## src/rtl/pf_pkg.sv

```systemverilog
// Shared constants, FSM encodings and ROM address helper for the playfield tile fetcher.
package pf_pkg;

    localparam int PF_TILES  = 32;
    localparam int PF_RAM_AW = 10;
    localparam int TILE_W    = 8;
    localparam int ROM_AW    = 11;

    localparam logic [2:0] S_IDLE  = 3'd0;
    localparam logic [2:0] S_REQ   = 3'd1;
    localparam logic [2:0] S_ROM   = 3'd2;
    localparam logic [2:0] S_LATCH = 3'd3;
    localparam logic [2:0] S_FULL  = 3'd4;

    // Flipped screens read each tile upside down, so the row inside the tile is inverted.
    function automatic logic [ROM_AW-1:0] rom_addr(input logic [7:0] code,
                                                   input logic [2:0] row3,
                                                   input logic       flip);
        return {code, (flip ? ~row3 : row3)};
    endfunction

endpackage

```

## src/rtl/pf_fetch_if.sv

```systemverilog
// Memory-side bus of the fetcher: playfield RAM handshake plus the shared pattern ROM pair.
interface pf_fetch_if #(
    parameter int RAM_AW = 10
);
    import pf_pkg::*;

    logic              ram_req;
    logic [RAM_AW-1:0] ram_addr;
    logic              ram_ack;
    logic [7:0]        ram_data;
    logic [ROM_AW-1:0] rom_a;
    logic [7:0]        rom0_d;
    logic [7:0]        rom1_d;

    modport master (output ram_req, ram_addr, rom_a,
                    input  ram_ack, ram_data, rom0_d, rom1_d);

    modport slave  (input  ram_req, ram_addr, rom_a,
                    output ram_ack, ram_data, rom0_d, rom1_d);

endinterface

```

## src/rtl/pf_shift.sv

```systemverilog
// Two-plane 8-pixel shifter; when empty it presents the buffer head so a load can emit at once.
module pf_shift
    import pf_pkg::*;
(
    input  logic              clk,
    input  logic              reset,
    input  logic              clear,
    input  logic              flip,
    input  logic              adv,
    input  logic              load,
    input  logic [TILE_W-1:0] d0,
    input  logic [TILE_W-1:0] d1,
    output logic [1:0]        pix_o,
    output logic              empty,
    output logic              last
);

    logic [TILE_W-1:0] p0_q, p0_d, p1_q, p1_d;
    logic [TILE_W-1:0] src0, src1;
    logic [3:0]        cnt_q, cnt_d;

    assign empty = (cnt_q == 4'd0);
    assign last  = (cnt_q == 4'd1);
    assign src0  = empty ? d0 : p0_q;
    assign src1  = empty ? d1 : p1_q;
    assign pix_o = flip ? {src1[0], src0[0]} : {src1[TILE_W-1], src0[TILE_W-1]};

    always_comb begin
        p0_d  = p0_q;
        p1_d  = p1_q;
        cnt_d = cnt_q;
        if (clear) begin
            p0_d  = '0;
            p1_d  = '0;
            cnt_d = '0;
        end else if (adv && load && !empty) begin
            p0_d  = d0;
            p1_d  = d1;
            cnt_d = 4'(TILE_W);
        end else if (adv && (load || !empty)) begin
            p0_d  = flip ? (src0 >> 1) : (src0 << 1);
            p1_d  = flip ? (src1 >> 1) : (src1 << 1);
            cnt_d = empty ? 4'(TILE_W - 1) : cnt_q - 4'd1;
        end
    end

    always_ff @(posedge clk or negedge reset) begin
        if (!reset) begin
            p0_q  <= '0;
            p1_q  <= '0;
            cnt_q <= '0;
        end else begin
            p0_q  <= p0_d;
            p1_q  <= p1_d;
            cnt_q <= cnt_d;
        end
    end

endmodule

```

## src/rtl/pf_fetch.sv

```systemverilog
// Playfield tile fetcher: reads tile codes, addresses the pattern ROMs and serialises 2-bit pixels.
module pf_fetch
    import pf_pkg::*;
#(
    parameter int TILES  = PF_TILES,
    parameter int RAM_AW = PF_RAM_AW
) (
    input  logic       clk,
    input  logic       reset,
    input  logic       pix_ce,
    input  logic       line_start,
    input  logic [7:0] vrow,
    input  logic       flip,
    pf_fetch_if.master bus,
    output logic [1:0] pix,
    output logic       pix_valid,
    output logic       line_done,
    output logic       underrun
);

    localparam int COL_W = $clog2(TILES);
    localparam int TO_W  = $clog2(TILES + 1);

    function automatic logic [RAM_AW-1:0] tile_addr(input logic [7:0]       v,
                                                    input logic             f,
                                                    input logic [COL_W-1:0] c);
        return RAM_AW'({(f ? ~v[7:3] : v[7:3]), (f ? ~c : c)});
    endfunction

    logic [2:0]        state_q, state_d;
    logic [COL_W-1:0]  col_q, col_d;
    logic              last_q, last_d, restart_q, restart_d;
    logic [7:0]        vrow_q, vrow_d;
    logic              flip_q, flip_d;
    logic              ram_req_q, ram_req_d;
    logic [RAM_AW-1:0] ram_addr_q, ram_addr_d;
    logic [ROM_AW-1:0] rom_a_q, rom_a_d;
    logic [7:0]        buf0_q, buf0_d, buf1_q, buf1_d;
    logic [TO_W-1:0]   tiles_out_q, tiles_out_d;
    logic              active_q, active_d;
    logic [1:0]        pix_q, pix_d;
    logic              pix_valid_q, pix_valid_d, line_done_q, line_done_d, underrun_q, underrun_d;
    logic              buf_full, sh_adv, sh_load, sh_empty, sh_last;
    logic [1:0]        sh_pix;

    assign buf_full = (state_q == S_FULL);
    assign sh_adv   = pix_ce && active_q && !line_start;
    assign sh_load  = sh_adv && buf_full && (sh_empty || sh_last);

    pf_shift u_shift (
        .clk   (clk),
        .reset (reset),
        .clear (line_start),
        .flip  (flip_q),
        .adv   (sh_adv),
        .load  (sh_load),
        .d0    (buf0_q),
        .d1    (buf1_q),
        .pix_o (sh_pix),
        .empty (sh_empty),
        .last  (sh_last)
    );

    // A line_start while a request is outstanding cannot drop it; the ack is swallowed and column 0 re-requested.
    always_comb begin
        state_d    = state_q;
        col_d      = col_q;
        last_d     = last_q;
        restart_d  = restart_q;
        vrow_d     = vrow_q;
        flip_d     = flip_q;
        ram_req_d  = ram_req_q;
        ram_addr_d = ram_addr_q;
        rom_a_d    = rom_a_q;
        buf0_d     = buf0_q;
        buf1_d     = buf1_q;
        if (line_start) begin
            vrow_d = vrow;
            flip_d = flip;
            col_d  = '0;
            last_d = 1'b0;
        end
        if (line_start && state_q != S_REQ) begin
            state_d    = S_REQ;
            ram_req_d  = 1'b1;
            ram_addr_d = tile_addr(vrow, flip, '0);
            restart_d  = 1'b0;
        end else begin
            case (state_q)
                S_REQ: begin
                    if (bus.ram_ack) begin
                        if (restart_q || line_start) begin
                            ram_addr_d = tile_addr(vrow_d, flip_d, '0);
                            restart_d  = 1'b0;
                        end else begin
                            ram_req_d = 1'b0;
                            rom_a_d   = rom_addr(bus.ram_data, vrow_q[2:0], flip_q);
                            state_d   = S_ROM;
                        end
                    end else if (line_start) begin
                        restart_d = 1'b1;
                    end
                end
                S_ROM:   state_d = S_LATCH;
                S_LATCH: begin
                    buf0_d  = bus.rom0_d;
                    buf1_d  = bus.rom1_d;
                    col_d   = col_q + COL_W'(1);
                    last_d  = (col_q == COL_W'(TILES - 1));
                    state_d = S_FULL;
                end
                S_FULL: begin
                    if (sh_load) begin
                        if (last_q) begin
                            state_d = S_IDLE;
                        end else begin
                            state_d    = S_REQ;
                            ram_req_d  = 1'b1;
                            ram_addr_d = tile_addr(vrow_q, flip_q, col_q);
                        end
                    end
                end
                default: ;
            endcase
        end
    end

    // Each pix_ce either emits a pixel, flags an underrun, or closes the line once every tile is out.
    always_comb begin
        pix_d       = pix_q;
        pix_valid_d = pix_valid_q;
        line_done_d = 1'b0;
        underrun_d  = underrun_q;
        tiles_out_d = tiles_out_q;
        active_d    = active_q;
        if (line_start) begin
            pix_d       = '0;
            pix_valid_d = 1'b0;
            underrun_d  = 1'b0;
            tiles_out_d = '0;
            active_d    = 1'b1;
        end else if (sh_adv) begin
            if (!sh_empty || buf_full) begin
                pix_d       = sh_pix;
                pix_valid_d = 1'b1;
                if (sh_load) tiles_out_d = tiles_out_q + TO_W'(1);
            end else if (tiles_out_q < TO_W'(TILES)) begin
                pix_d       = '0;
                pix_valid_d = 1'b0;
                underrun_d  = 1'b1;
            end else begin
                pix_d       = '0;
                pix_valid_d = 1'b0;
                line_done_d = 1'b1;
                active_d    = 1'b0;
            end
        end
    end

    always_ff @(posedge clk or negedge reset) begin
        if (!reset) begin
            state_q     <= S_IDLE;
            col_q       <= '0;
            last_q      <= 1'b0;
            restart_q   <= 1'b0;
            vrow_q      <= '0;
            flip_q      <= 1'b0;
            ram_req_q   <= 1'b0;
            ram_addr_q  <= '0;
            rom_a_q     <= '0;
            buf0_q      <= '0;
            buf1_q      <= '0;
            tiles_out_q <= '0;
            active_q    <= 1'b0;
            pix_q       <= '0;
            pix_valid_q <= 1'b0;
            line_done_q <= 1'b0;
            underrun_q  <= 1'b0;
        end else begin
            state_q     <= state_d;
            col_q       <= col_d;
            last_q      <= last_d;
            restart_q   <= restart_d;
            vrow_q      <= vrow_d;
            flip_q      <= flip_d;
            ram_req_q   <= ram_req_d;
            ram_addr_q  <= ram_addr_d;
            rom_a_q     <= rom_a_d;
            buf0_q      <= buf0_d;
            buf1_q      <= buf1_d;
            tiles_out_q <= tiles_out_d;
            active_q    <= active_d;
            pix_q       <= pix_d;
            pix_valid_q <= pix_valid_d;
            line_done_q <= line_done_d;
            underrun_q  <= underrun_d;
        end
    end

    assign bus.ram_req  = ram_req_q;
    assign bus.ram_addr = ram_addr_q;
    assign bus.rom_a    = rom_a_q;
    assign pix          = pix_q;
    assign pix_valid    = pix_valid_q;
    assign line_done    = line_done_q;
    assign underrun     = underrun_q;

endmodule

```

## src/flat_wrapper.sv

```systemverilog
// flat-port wrapper written by rule: the top's interface ports become plain ports
module pf_fetch_flat import pf_pkg::*;
#(
    parameter int TILES  = PF_TILES,
    parameter int RAM_AW = PF_RAM_AW
)
  (clk, reset, pix_ce, line_start, vrow, flip, pix, pix_valid, line_done, underrun, bus_ram_req, bus_ram_addr, bus_rom_a, bus_ram_ack, bus_ram_data, bus_rom0_d, bus_rom1_d);
  pf_fetch_if #(.RAM_AW(RAM_AW)) bus_i ();
  input  logic clk;
  input  logic reset;
  input  logic pix_ce;
  input  logic line_start;
  input  logic [7:0] vrow;
  input  logic flip;
  output logic [1:0] pix;
  output logic pix_valid;
  output logic line_done;
  output logic underrun;
  output wire logic [$bits(bus_i.ram_req)-1:0] bus_ram_req;
  output wire logic [$bits(bus_i.ram_addr)-1:0] bus_ram_addr;
  output wire logic [$bits(bus_i.rom_a)-1:0] bus_rom_a;
  input wire logic [$bits(bus_i.ram_ack)-1:0] bus_ram_ack;
  input wire logic [$bits(bus_i.ram_data)-1:0] bus_ram_data;
  input wire logic [$bits(bus_i.rom0_d)-1:0] bus_rom0_d;
  input wire logic [$bits(bus_i.rom1_d)-1:0] bus_rom1_d;
  assign bus_ram_req = bus_i.ram_req;
  assign bus_ram_addr = bus_i.ram_addr;
  assign bus_rom_a = bus_i.rom_a;
  assign bus_i.ram_ack = bus_ram_ack;
  assign bus_i.ram_data = bus_ram_data;
  assign bus_i.rom0_d = bus_rom0_d;
  assign bus_i.rom1_d = bus_rom1_d;
  pf_fetch #(.TILES(TILES), .RAM_AW(RAM_AW)) u_core (.clk(clk), .reset(reset), .pix_ce(pix_ce), .line_start(line_start), .vrow(vrow), .flip(flip), .bus(bus_i), .pix(pix), .pix_valid(pix_valid), .line_done(line_done), .underrun(underrun));
endmodule
```

## config.mk

```make
export PLATFORM = sky130hd
export DESIGN_NAME = pf_fetch_flat
export DESIGN_NICKNAME = d
export VERILOG_FILES = /design/src/rtl/pf_pkg.sv /design/src/rtl/pf_fetch_if.sv /design/src/rtl/pf_shift.sv /design/src/rtl/pf_fetch.sv /design/src/flat_wrapper.sv
export SDC_FILE = /design/constraint.sdc
export NUM_CORES = 1
export LEC_CHECK = 0
export ABC_AREA = 0
export CORE_MARGIN = 5
export CORE_UTILIZATION = 30
export DETAILED_ROUTE_END_ITERATION = 7
export DONT_BUFFER_PORTS = 1
export MAX_ROUTING_LAYER = met4
export REMOVE_ABC_BUFFERS = 1
export SLEW_MARGIN = 0
export SYNTH_ARGS = -nofsm -noshare
export SYNTH_HDL_FRONTEND = slang
export SYNTH_SLANG_ARGS = --single-unit
```

## constraint.sdc

```tcl
create_clock -name clk -period 2 [get_ports clk]
set_input_delay 0.2 -clock clk [delete_from_list [all_inputs] [get_ports clk]]
set_output_delay 0.2 -clock clk [all_outputs]
set_load 0.01 [all_outputs]
```

==> results of run 1 <==
==> power breakdown <==
group | internal (W) | switching [W] | leakage [nW] | total (W)
sequential | 0.00237 | 0.000652 | 1.13 | 0.00302
combinational | 0.00182 | 0.00130 | 1.13 | 0.00311
clock | 0.000832 | 0.000696 | 0.128 | 0.00153
total | 0.00501 | 0.00264 | 2.38 | 0.00766
==> cell usage in the layout, fill, tap and decap left out, types with 4 or more instances in the layout <==
master,synthesis,final
a31oi_1,5,5
dfrtp_1,89,88
o21ai_0,12,12
a21oi_1,19,18
nand2_1,15,15
mux2i_4,0,12
clkbuf_16,0,9
clkinv_2,0,4
a221o_1,15,15
mux2i_1,26,12
or3_1,4,4
nand3_1,6,6
and3_1,13,13
mux2_2,42,42
nor2_1,20,18
inv_1,9,7
buf_4,5,33
xnor2_1,5,5
dlygate4sd3_1,0,28
xor2_1,6,6
==> path summary, 6_finish.rpt <==
kind | to | cells past startpoint | startpoint | slack [ns]
hold / removal | u_core.buf0_q[3]$_DFFE_PN0P_ | 0 | reset | -0.45
setup / recovery | u_core.u_shift.p0_q[0]$_DFFE_PN0P_ | 9 | u_core.u_shift.cnt_q[1]$_DFFE_PN0P_ | -0.04
max in group asynchronous | u_core.state_q[1]$_DFFE_PN0P_ | 0 | reset | 2.33
min in group clk | u_core.state_q[0]$_DFFE_PN0P_ | 1 | line_start | 0.02
setup reg to reg | u_core.u_shift.p0_q[0]$_DFFE_PN0P_ | 9 | u_core.u_shift.cnt_q[1]$_DFFE_PN0P_ | -0.04
hold reg to reg | u_core.vrow_q[6]$_DFF_PN0_ | 1 | u_core.vrow_q[6]$_DFF_PN0_ | 0.51
==> timing repair <==
action                                  CTS  global route
gates resized for setup                  18            39
pin swaps                                 1            10
buffers inserted                          3             6
endpoints found under the hold margin   134            89
endpoints found under the setup margin   28            31
==> per-stage QoR <==
step | hold WS, ns | instances | area [sq um] | utilization | setup WS, ns
floorplan | -0.0956 | 346 | 4260 | - | -0.577
global placement | -0.0929 | 562 | 4750 | 0.329 | -0.210
detailed placement | -0.0929 | 562 | 4750 | 0.329 | -0.278
CTS | -0.471 | 608 | 5380 | 0.373 | -0.0639
global route | -0.478 | 613 | 5630 | 0.390 | -0.0931
finish | -0.454 | 613 | 5630 | 0.390 | -0.0442
==> flip-flops by register name, summed over array words and instances, names as in the netlist, 2 cells and up <==
| signal | cells |
|---|---|
| u_core.buf0_q | 8 |
| u_core.buf1_q | 8 |
| u_core.bus.ram_addr | 10 |
| u_core.bus.rom_a | 11 |
| u_core.col_q | 5 |
| u_core.pix | 2 |
| u_core.state_q | 3 |
| u_core.tiles_out_q | 6 |
| u_core.u_shift.cnt_q | 4 |
| u_core.u_shift.p0_q | 8 |
| u_core.u_shift.p1_q | 8 |
| u_core.vrow_q | 8 |
==> cell families (layout without fill, tap and decap cells) <==
family          count (synthesis)  in the layout  synth area share
xor+xnor                       11             11            0.0220
compound gates                 74             74             0.124
buf+inv                        32             92            0.0337
mux                            70             70             0.178
fa+ha+maj                       5              5            0.0143
flops                          89             89             0.509
simple gates                   88             88             0.119
==> cell type report <==
| cell class | count | area [sq um] | area share |
|---|---|---|---|
| multi-input cells | 248 | 2250 | 0.400 |
| inverters | 9 | 33.8 | 0.00600 |
| well taps | 184 | 230 | 0.0409 |
| clock inverters | 6 | 35.0 | 0.00623 |
| clock buffers | 10 | 229 | 0.0407 |
| flip-flops and latches | 89 | 2230 | 0.396 |
| repair buffers | 67 | 622 | 0.111 |
==> per-layer routing <==
metal,vias up,global-route usage
met5,-,-
met4,0,0.0472
li1,1480,-
met3,16,0.0329
met2,65,0.201
met1,1590,0.164
==> results.py, run 1 <==
metrics = {
    "route": {
        "routed_wl_um": 10300,
        "first_pass_iters": 4,
        "via_per_inst": 5.14,
        "wl_per_cell_um": 16.9,
        "wl_met2_um": 5200,
        "met1_length_um": 4490,
        "antenna_left": 0,
        "wl_met3_um": 516,
        "highest_layer": "met4",
        "drt_iter0_markers": 183,
        "post-route-drc-count": 0,
        "via_count": 3151,
    },
    "clock_network": {
        "cts_hold_buffers": 28,
        "clockBufferDepth": 2,
        "numCtsBuffers": 9,
        "cts.clk_slew.worst_paths_ns": 0.06,
        "clock_latency_ns": 0.35,
        "ctsRootBufferMaster": "clkbuf_16",
        "cts.sinks": 89,
        "cts_tree": "built",
        "ctsHtreeMaxLevel": 3,
    },
    "critical_path": {
        "crit_slowest_cell": "dfrtp_1",
        "crit_top_cell": "buf_4",
        "critPathMaxFanout": 9,
        "worstPathRequired_ns": 2.23,
        "worst-path-buf-inv": 4,
        "cp.arrival_ns": 2.27,
        "crit_type": "register to register",
        "critPathTopFamily": "simple AND/OR/NAND/NOR gates",
        "critPathMaxStageDelay_ns": 0.37,
        "cp-start-kind": "register",
        "path_cells": "inv_2 -> ha_4 -> buf_4 -> buf_4 -> nor2_1 -> nor4_4 -> buf_4 -> and2_2 -> a221o_1",
        "end_kind": "register",
    },
    "synth": {
        "synth_edf_count": 0,
        "synth_most_common_cell": "dfrtp_1",
        "synth_common_cells": "89 x dfrtp_1, 42 x mux2_2, 26 x mux2i_1",
        "yosysWarnings": 0,
        "syn_inst": 369,
        "syn_area_sq_mm": 0.00438,
        "synth_top_area_frac": 0.509,
        "yosys.area.top_type": "dfrtp_1",
        "ys_ff_latch": 89,
        "synth_area_leaders": "dfrtp_1 51%, mux2_2 11%, mux2i_1 5.9%, a221o_1 3.4%, a21oi_1 2.2%",
        "synth_cell_type_count": 56,
        "ys_seq_area_frac": 0.509,
        "synth.avg_cell_area_sq_um": 11.9,
        "postSynth.asyncResetShare": 1.00,
        "synth_flop_cell": "dfrtp_1",
    },
    "die": {
        "num_rows": 44,
        "io_pins": 65,
        "fp.coreArea_sq_mm": 0.0144,
        "dieArea_sq_mm": 0.0171,
        "die_w_um": 131,
        "start_util": 0.304,
        "die_y_um": 131,
    },
    "power_and_ir_drop": {
        "p_per_area_mw_per_mm2": 1360,
        "power_leakage_nw": 2.38,
        "max-vdd-ir-drop_mv": 0.495,
        "p_total_w": 0.00766,
    },
    "sta": {
        "hold_viol_final": 89,
        "worst_slack_ns": -0.0442,
        "hold_slack_ns": -0.454,
        "drv_slew": 0,
        "rsz0062_at_grt": "yes",
        "fin_crit_sh": 1.02,
        "slew_headroom": 0.452,
        "skew_ns": 0.00541,
        "layout_min_cycle_time_ns": 2.04,
        "setup_viol": 6,
        "max_freq_ghz": 0.489,
        "worst_pin_slew_ns": 0.819,
        "finalSetupTns_ns": -0.170,
    },
    "global_routing": {
        "grt-ovfl-total": 0,
        "grt_max_degree": 90,
        "grt_pass1_wl_um": 16700,
        "grt_pass1_vias": 3261,
        "grt_use_total": 0.129,
        "antenna_found_initial": 0,
    },
    "final_layout": {
        "n_antenna_cell": 0,
        "fill_cells": 1359,
        "drive_above_1_share": 0.326,
        "areaGrowthSynthToFinish_pct": 28.5,
        "final_net_count": 467,
    },
    "place": {
        "port_buffers": 0,
        "place_congestion": 0.800,
        "place_hpwl_um": 6770,
    },
    "hold_path": {
        "hold_class": "input port to asynchronous set/reset pin",
    },
    "status": {
        "outcome": "finished, violations left",
        "violations": "hold timing, setup timing",
    },
    "flow_run": {
        "drv_cap": 0,
    },
}
Power figures use the tool's default switching activity.
==> inputs of run 2 (changes only) <==
- RECOVER_POWER: unset -> 100
- SKIP_LAST_GASP: unset -> 1
==> results.py, run 2 (synthesis results as in run 1) <==
metrics = {
    "status": {
        "outcome": "finished, violations left",
        "violations": "hold timing, setup timing",
    },
    "sta": {
        "worst_slack_ns": -0.0484,
        "hold_slack_ns": -0.453,
        "worst_pin_slew_ns": 0.799,
        "slew_headroom": 0.465,
        "drv_slew": 0,
        "layout_min_cycle_time_ns": 2.05,
        "skew_ns": 0.00550,
        "max_freq_ghz": 0.488,
        "fin_crit_sh": 1.02,
        "setup_viol": 15,
        "rsz0062_at_grt": "yes",
        "hold_viol_final": 89,
    },
    "route": {
        "antenna_left": 0,
        "via_per_inst": 5.13,
        "drt_iter0_markers": 210,
        "first_pass_iters": 4,
        "routed_wl_um": 10400,
        "post-route-drc-count": 0,
        "via_count": 3143,
        "wl_per_cell_um": 16.9,
    },
    "place": {
        "port_buffers": 0,
        "place_congestion": 0.800,
        "place_hpwl_um": 6770,
        "dp_cells": 562,
    },
    "global_routing": {
        "grt-ovfl-total": 0,
        "grt_pass1_wl_um": 16700,
        "grt_pass1_vias": 3261,
        "antenna_found_initial": 0,
        "grt_max_degree": 90,
        "grt_use_total": 0.129,
    },
    "critical_path": {
        "critPathMaxFanout": 10,
        "crit_type": "register to register",
        "ff2ff_setup_slack_ns": -0.05,
        "r2r_cells": 9,
        "worstPathRequired_ns": 2.23,
        "path_cells": "inv_2 -> buf_4 -> ha_1 -> or2_4 -> a311oi_2 -> buf_4 -> a211oi_4 -> buf_12 -> mux2_2",
        "r2r_end": "u_core.bus.ram_addr[5]$_DFFE_PN0P_",
        "critPathMaxStageDelay_ns": 0.37,
        "cp.arrival_ns": 2.28,
        "crit_top_cell": "buf_4",
        "crit_slowest_cell": "dfrtp_1",
        "cp-start-kind": "register",
        "reg2reg_from": "u_core.u_shift.cnt_q[1]$_DFFE_PN0P_",
        "end_kind": "register",
    },
    "die": {
        "num_rows": 44,
        "fp.coreArea_sq_mm": 0.0144,
        "start_util": 0.304,
        "dieArea_sq_mm": 0.0171,
        "die_y_um": 131,
        "die_w_um": 131,
        "io_pins": 65,
    },
    "clock_network": {
        "ctsRootBufferMaster": "clkbuf_16",
        "cts_tree": "built",
        "ctsHtreeMaxLevel": 3,
        "cts.clk_slew.worst_paths_ns": 0.06,
        "clock_latency_ns": 0.35,
        "cts.sinks": 89,
        "numCtsBuffers": 9,
        "clockBufferDepth": 2,
        "cts_hold_buffers": 28,
    },
    "power_and_ir_drop": {
        "max-vdd-ir-drop_mv": 0.495,
        "power_leakage_nw": 2.38,
        "p_per_area_mw_per_mm2": 1370,
    },
    "hold_path": {
        "hold_class": "input port to asynchronous set/reset pin",
    },
    "final_layout": {
        "drive_above_1_share": 0.317,
        "final_cells": 613,
        "areaGrowthSynthToFinish_pct": 28.0,
        "layout_commonest_cell": "dfrtp_1",
        "largest_reg_flops": 11,
        "final_cell_mix": "89 x dfrtp_1, 42 x mux2_2, 34 x buf_4",
        "n_antenna_cell": 0,
        "final_net_count": 467,
    },
    "flow_run": {
        "drv_cap": 0,
    },
}
==> run 2: layer usage <==
metal  share of wire  vias up  track usage
li1                -     1477            -
met1            0.44     1598        0.164
met2            0.50       53        0.201
met3           0.045       15       0.0329
met4           0.013        0       0.0472
met5               0        -            -
==> run 2: critical path: cells and delay by family, from the launching register on <==
family | cells | cell delay [ns]
mux | 1 | 0.27
flops | 1 | 0.37
compound gates | 2 | 0.33
buf+inv | 4 | 0.53
simple gates | 1 | 0.24
fa+ha+maj | 1 | 0.19
==> run 2: power breakdown <==
group	switching (W)	total, W	internal, W
logic	0.00129	0.00310	0.00181
clock network	0.000698	0.00153	0.000833
registers	0.000653	0.00302	0.00237
total	0.00264	0.00765	0.00501
==> run 2: how the worst max path moves through the flow <==
stage / start / to / slack, ns / depth (start not counted)
2_1_floorplan: u_core.state_q[1]$_DFFE_PN0P_ / u_core.u_shift.p0_q[1]$_DFFE_PN0P_ / -0.58 / 4
3_3_place_gp: u_core.u_shift.cnt_q[0]$_DFFE_PN0P_ / u_core.u_shift.p1_q[5]$_DFFE_PN0P_ / -0.21 / 7
3_5_place_dp: u_core.u_shift.cnt_q[1]$_DFFE_PN0P_ / u_core.u_shift.p1_q[5]$_DFFE_PN0P_ / -0.28 / 7
4_1_cts: u_core.u_shift.cnt_q[0]$_DFFE_PN0P_ / u_core.bus.ram_addr[5]$_DFFE_PN0P_ / -0.06 / 8
5_1_grt: u_core.u_shift.cnt_q[1]$_DFFE_PN0P_ / u_core.bus.ram_addr[5]$_DFFE_PN0P_ / -0.14 / 9
6_report: u_core.u_shift.cnt_q[1]$_DFFE_PN0P_ / u_core.bus.ram_addr[5]$_DFFE_PN0P_ / -0.05 / 9
==> run 2: per-stage QoR <==
step                cell area, sq um  TNS, ns  setup WS, ns  utilization  power (W)
detailed placement              4750    -5.29        -0.278        0.329    0.00523
global placement                4750    -4.35        -0.210        0.329    0.00514
global route                    5600    -2.15        -0.143        0.388    0.00814
CTS                             5380   -0.960       -0.0639        0.373    0.00712
finish                          5600   -0.570       -0.0484        0.388    0.00765
floorplan                       4260    -8.91        -0.577            -    0.00443
==> run 2: layout make-up <==
type	count	area [sq um]
Timing Repair Buffer	67	618
Clock buffer	10	229
Sequential cell	89	2230
Tap cell	184	230
Clock inverter	6	35.0
Multi-Input combinational cell	248	2230
Inverter	9	33.8
Fill cell	1367	8820
==> run 2: timing repair <==
action | in CTS | in global routing
endpoints found under the setup margin | 28 | 31
buffers inserted | 3 | 6
hold endpoints to repair | 134 | 89
pin swaps | 1 | 9
resized for setup | 18 | 33
==> inputs of run 3 (changes only) <==
- ABC_AREA: 0 -> 1
- SKIP_CTS_REPAIR_TIMING: unset -> 1
==> results.py, run 3 <==
metrics = {
    "place": {
        "dpl_worst_slack_ns": 0.199,
        "place_congestion": 0.834,
        "port_buffers": 0,
        "place_hpwl_um": 7400,
    },
    "power_and_ir_drop": {
        "max-vdd-ir-drop_mv": 0.676,
        "p_per_area_mw_per_mm2": 1480,
        "power_leakage_nw": 2.77,
    },
    "sta": {
        "drv_slew": 0,
        "hold_slack_ns": -0.455,
        "setup_viol": 0,
        "finalSetupTns_ns": 0,
        "max_freq_ghz": 0.543,
        "worst_slack_ns": 0.159,
        "rsz0062_at_grt": "no",
        "slew_headroom": 0.526,
        "hold_viol_final": 90,
        "fin_crit_sh": 0.921,
        "skew_ns": 0.00540,
        "layout_min_cycle_time_ns": 1.84,
        "worst_pin_slew_ns": 0.710,
    },
    "critical_path": {
        "worst-path-buf-inv": 2,
        "crit_cells": 9,
        "critPathTopFamily": "simple AND/OR/NAND/NOR gates",
        "reg2reg_from": "u_core.u_shift.cnt_q[0]$_DFFE_PN0P_",
        "path_cells": "inv_1 -> ha_1 -> nor2_1 -> nor2_1 -> buf_4 -> nand3_4 -> nand2_1 -> nand3_1 -> o21ai_0",
        "worstPathRequired_ns": 2.26,
        "crit_type": "register to register",
        "cp.arrival_ns": 2.10,
        "crit_top_cell": "nor2_1",
        "end_kind": "register",
        "crit_end": "u_core.u_shift.p0_q[0]$_DFFE_PN0P_",
        "crit_slowest_cell": "dfrtp_1",
        "r2r_cells": 9,
        "cp-start-kind": "register",
        "critPathLaunch": "u_core.u_shift.cnt_q[0]$_DFFE_PN0P_",
        "critPathMaxStageDelay_ns": 0.41,
        "critPathMaxFanout": 18,
        "ff2ff_setup_slack_ns": 0.16,
        "r2r_end": "u_core.u_shift.p0_q[0]$_DFFE_PN0P_",
    },
    "die": {
        "start_util": 0.308,
        "num_rows": 45,
        "dieArea_sq_mm": 0.0183,
        "die_w_um": 135,
        "fp.coreArea_sq_mm": 0.0153,
        "io_pins": 65,
        "die_y_um": 135,
    },
    "final_layout": {
        "fill_cells": 1591,
        "final_cell_mix": "209 x nand2_1, 96 x nand3_1, 89 x dfrtp_1",
        "layout_commonest_cell": "nand2_1",
        "largest_reg_flops": 11,
        "final_net_count": 666,
        "areaGrowthSynthToFinish_pct": 14.0,
        "drive_above_1_share": 0.0717,
        "n_antenna_cell": 0,
    },
    "route": {
        "antenna_left": 0,
        "drt_iter0_markers": 284,
        "first_pass_iters": 8,
        "via_per_inst": 4.70,
        "routed_wl_um": 11300,
        "post-route-drc-count": 0,
        "via_count": 3942,
        "wl_per_cell_um": 13.5,
    },
    "clock_network": {
        "cts_tree": "built",
        "ctsRootBufferMaster": "clkbuf_16",
        "numCtsBuffers": 9,
        "ctsHtreeMaxLevel": 3,
        "clockBufferDepth": 2,
        "clock_latency_ns": 0.34,
        "cts.sinks": 89,
        "cts.clk_slew.worst_paths_ns": 0.07,
    },
    "flow_run": {
        "drv_cap": 0,
    },
    "global_routing": {
        "antenna_found_initial": 0,
        "grt-ovfl-total": 0,
        "grt_use_total": 0.130,
        "grt_max_degree": 90,
        "grt_pass1_wl_um": 18700,
        "grt_pass1_vias": 3683,
    },
    "synth": {
        "yosys.area.top_type": "dfrtp_1",
        "synth_top_family_by_area": "simple AND/OR/NAND/NOR gates",
        "synth_compound_area_frac": 0.0565,
        "synth_flop_cell": "dfrtp_1",
        "synthAdderAreaFrac": 0.0133,
        "synth_top_area_frac": 0.472,
        "synth.avg_cell_area_sq_um": 7.72,
        "postSynth.asyncResetShare": 1.00,
        "synth-simple-area-share": 0.357,
        "synth_common_cells": "207 x nand2_1, 94 x nand3_1, 89 x dfrtp_1",
        "syn_area_sq_mm": 0.00472,
        "yosysWarnings": 0,
        "synth_cell_type_count": 32,
        "syn_inst": 611,
        "synth_most_common_cell": "nand2_1",
        "synth_mux_area_frac": 0,
        "synth_edf_count": 0,
        "synth_area_leaders": "dfrtp_1 47%, nand2_1 16%, nand3_1 10%, inv_1 4.1%, a21oi_1 3.1%",
        "ys_seq_area_frac": 0.472,
        "ys_ff_latch": 89,
        "synth_xor_area_frac": 0.0241,
    },
    "status": {
        "violations": "hold timing",
        "outcome": "finished, violations left",
    },
    "hold_path": {
        "hold_class": "input port to asynchronous set/reset pin",
    },
}
run 3: cell count changes after synthesis, sizes merged, moves of 7 or more:
cell,before,now
nand2,15,212
buf,13,20
mux2,42,0
nor2,20,40
a221o,15,0
a21oi,20,29
inv,9,56
nand4,1,17
mux2i,26,0
and3,13,1
nand3,6,100
run 3: worst min-delay path by stage:
stage,from,endpoint
floorplan,reset,u_core.active_q$_DFFE_PN0P_
global placement,reset,u_core.bus.rom_a[10]$_DFFE_PN0P_
detailed placement,reset,u_core.bus.rom_a[10]$_DFFE_PN0P_
CTS,reset,u_core.bus.rom_a[10]$_DFFE_PN0P_
global route,reset,u_core.bus.rom_a[10]$_DFFE_PN0P_
finish,reset,u_core.bus.rom_a[1]$_DFFE_PN0P_
run 3: cells by family (layout without fill, tap and decap cells):
| kind of cell | after synthesis | after routing |
|---|---|---|
| DFF | 89 | 89 |
| and+or+nand+nor | 372 | 372 |
| adders and majority gates | 5 | 5 |
| buffers and inverters | 82 | 99 |
| xor gates and xnor gates | 13 | 13 |
| AOI/OAI and AO/OA | 50 | 50 |
run 3: where the power goes:
group,switching (W),internal [W]
clock,0.000729,0.00113
sequential,0.000472,0.00240
combinational,0.00214,0.00111
total,0.00334,0.00465
run 3: area by class of cell:
cell class	instances	area (sq um)	share of cell area
clock buffer	10	239	0.0444
clock inverter	6	88.8	0.0165
inverter	57	221	0.0412
multi-input combinational	440	2100	0.391
sequential	89	2230	0.414
tap	211	264	0.0491
timing repair buffer	26	231	0.0431
run 3: stage by stage:
step                      cell area [sq um]  std cells  utilization  hold WS (ns)  power (W)
after floorplan                        4580        586            -       -0.0956    0.00518
after global placement                 4970        811        0.325       -0.0934    0.00615
after detailed placement               4970        811        0.325       -0.0933    0.00618
after CTS                              5300        827        0.346        -0.464    0.00807
after global routing                   5380        839        0.351        -0.473    0.00869
final                                  5380        839        0.351        -0.455    0.00798
run 3: layer usage:
layer | share of wire | track usage | wire length, um | vias to the layer above
met1 | 0.47 | 0.177 | 5350 | 1796
met5 | 0 | - | 0 | -
met2 | 0.44 | 0.190 | 4950 | 141
met3 | 0.079 | 0.0368 | 891 | 9
met4 | 0.010 | 0.0336 | 118 | 0
li1 | - | - | - | 1996
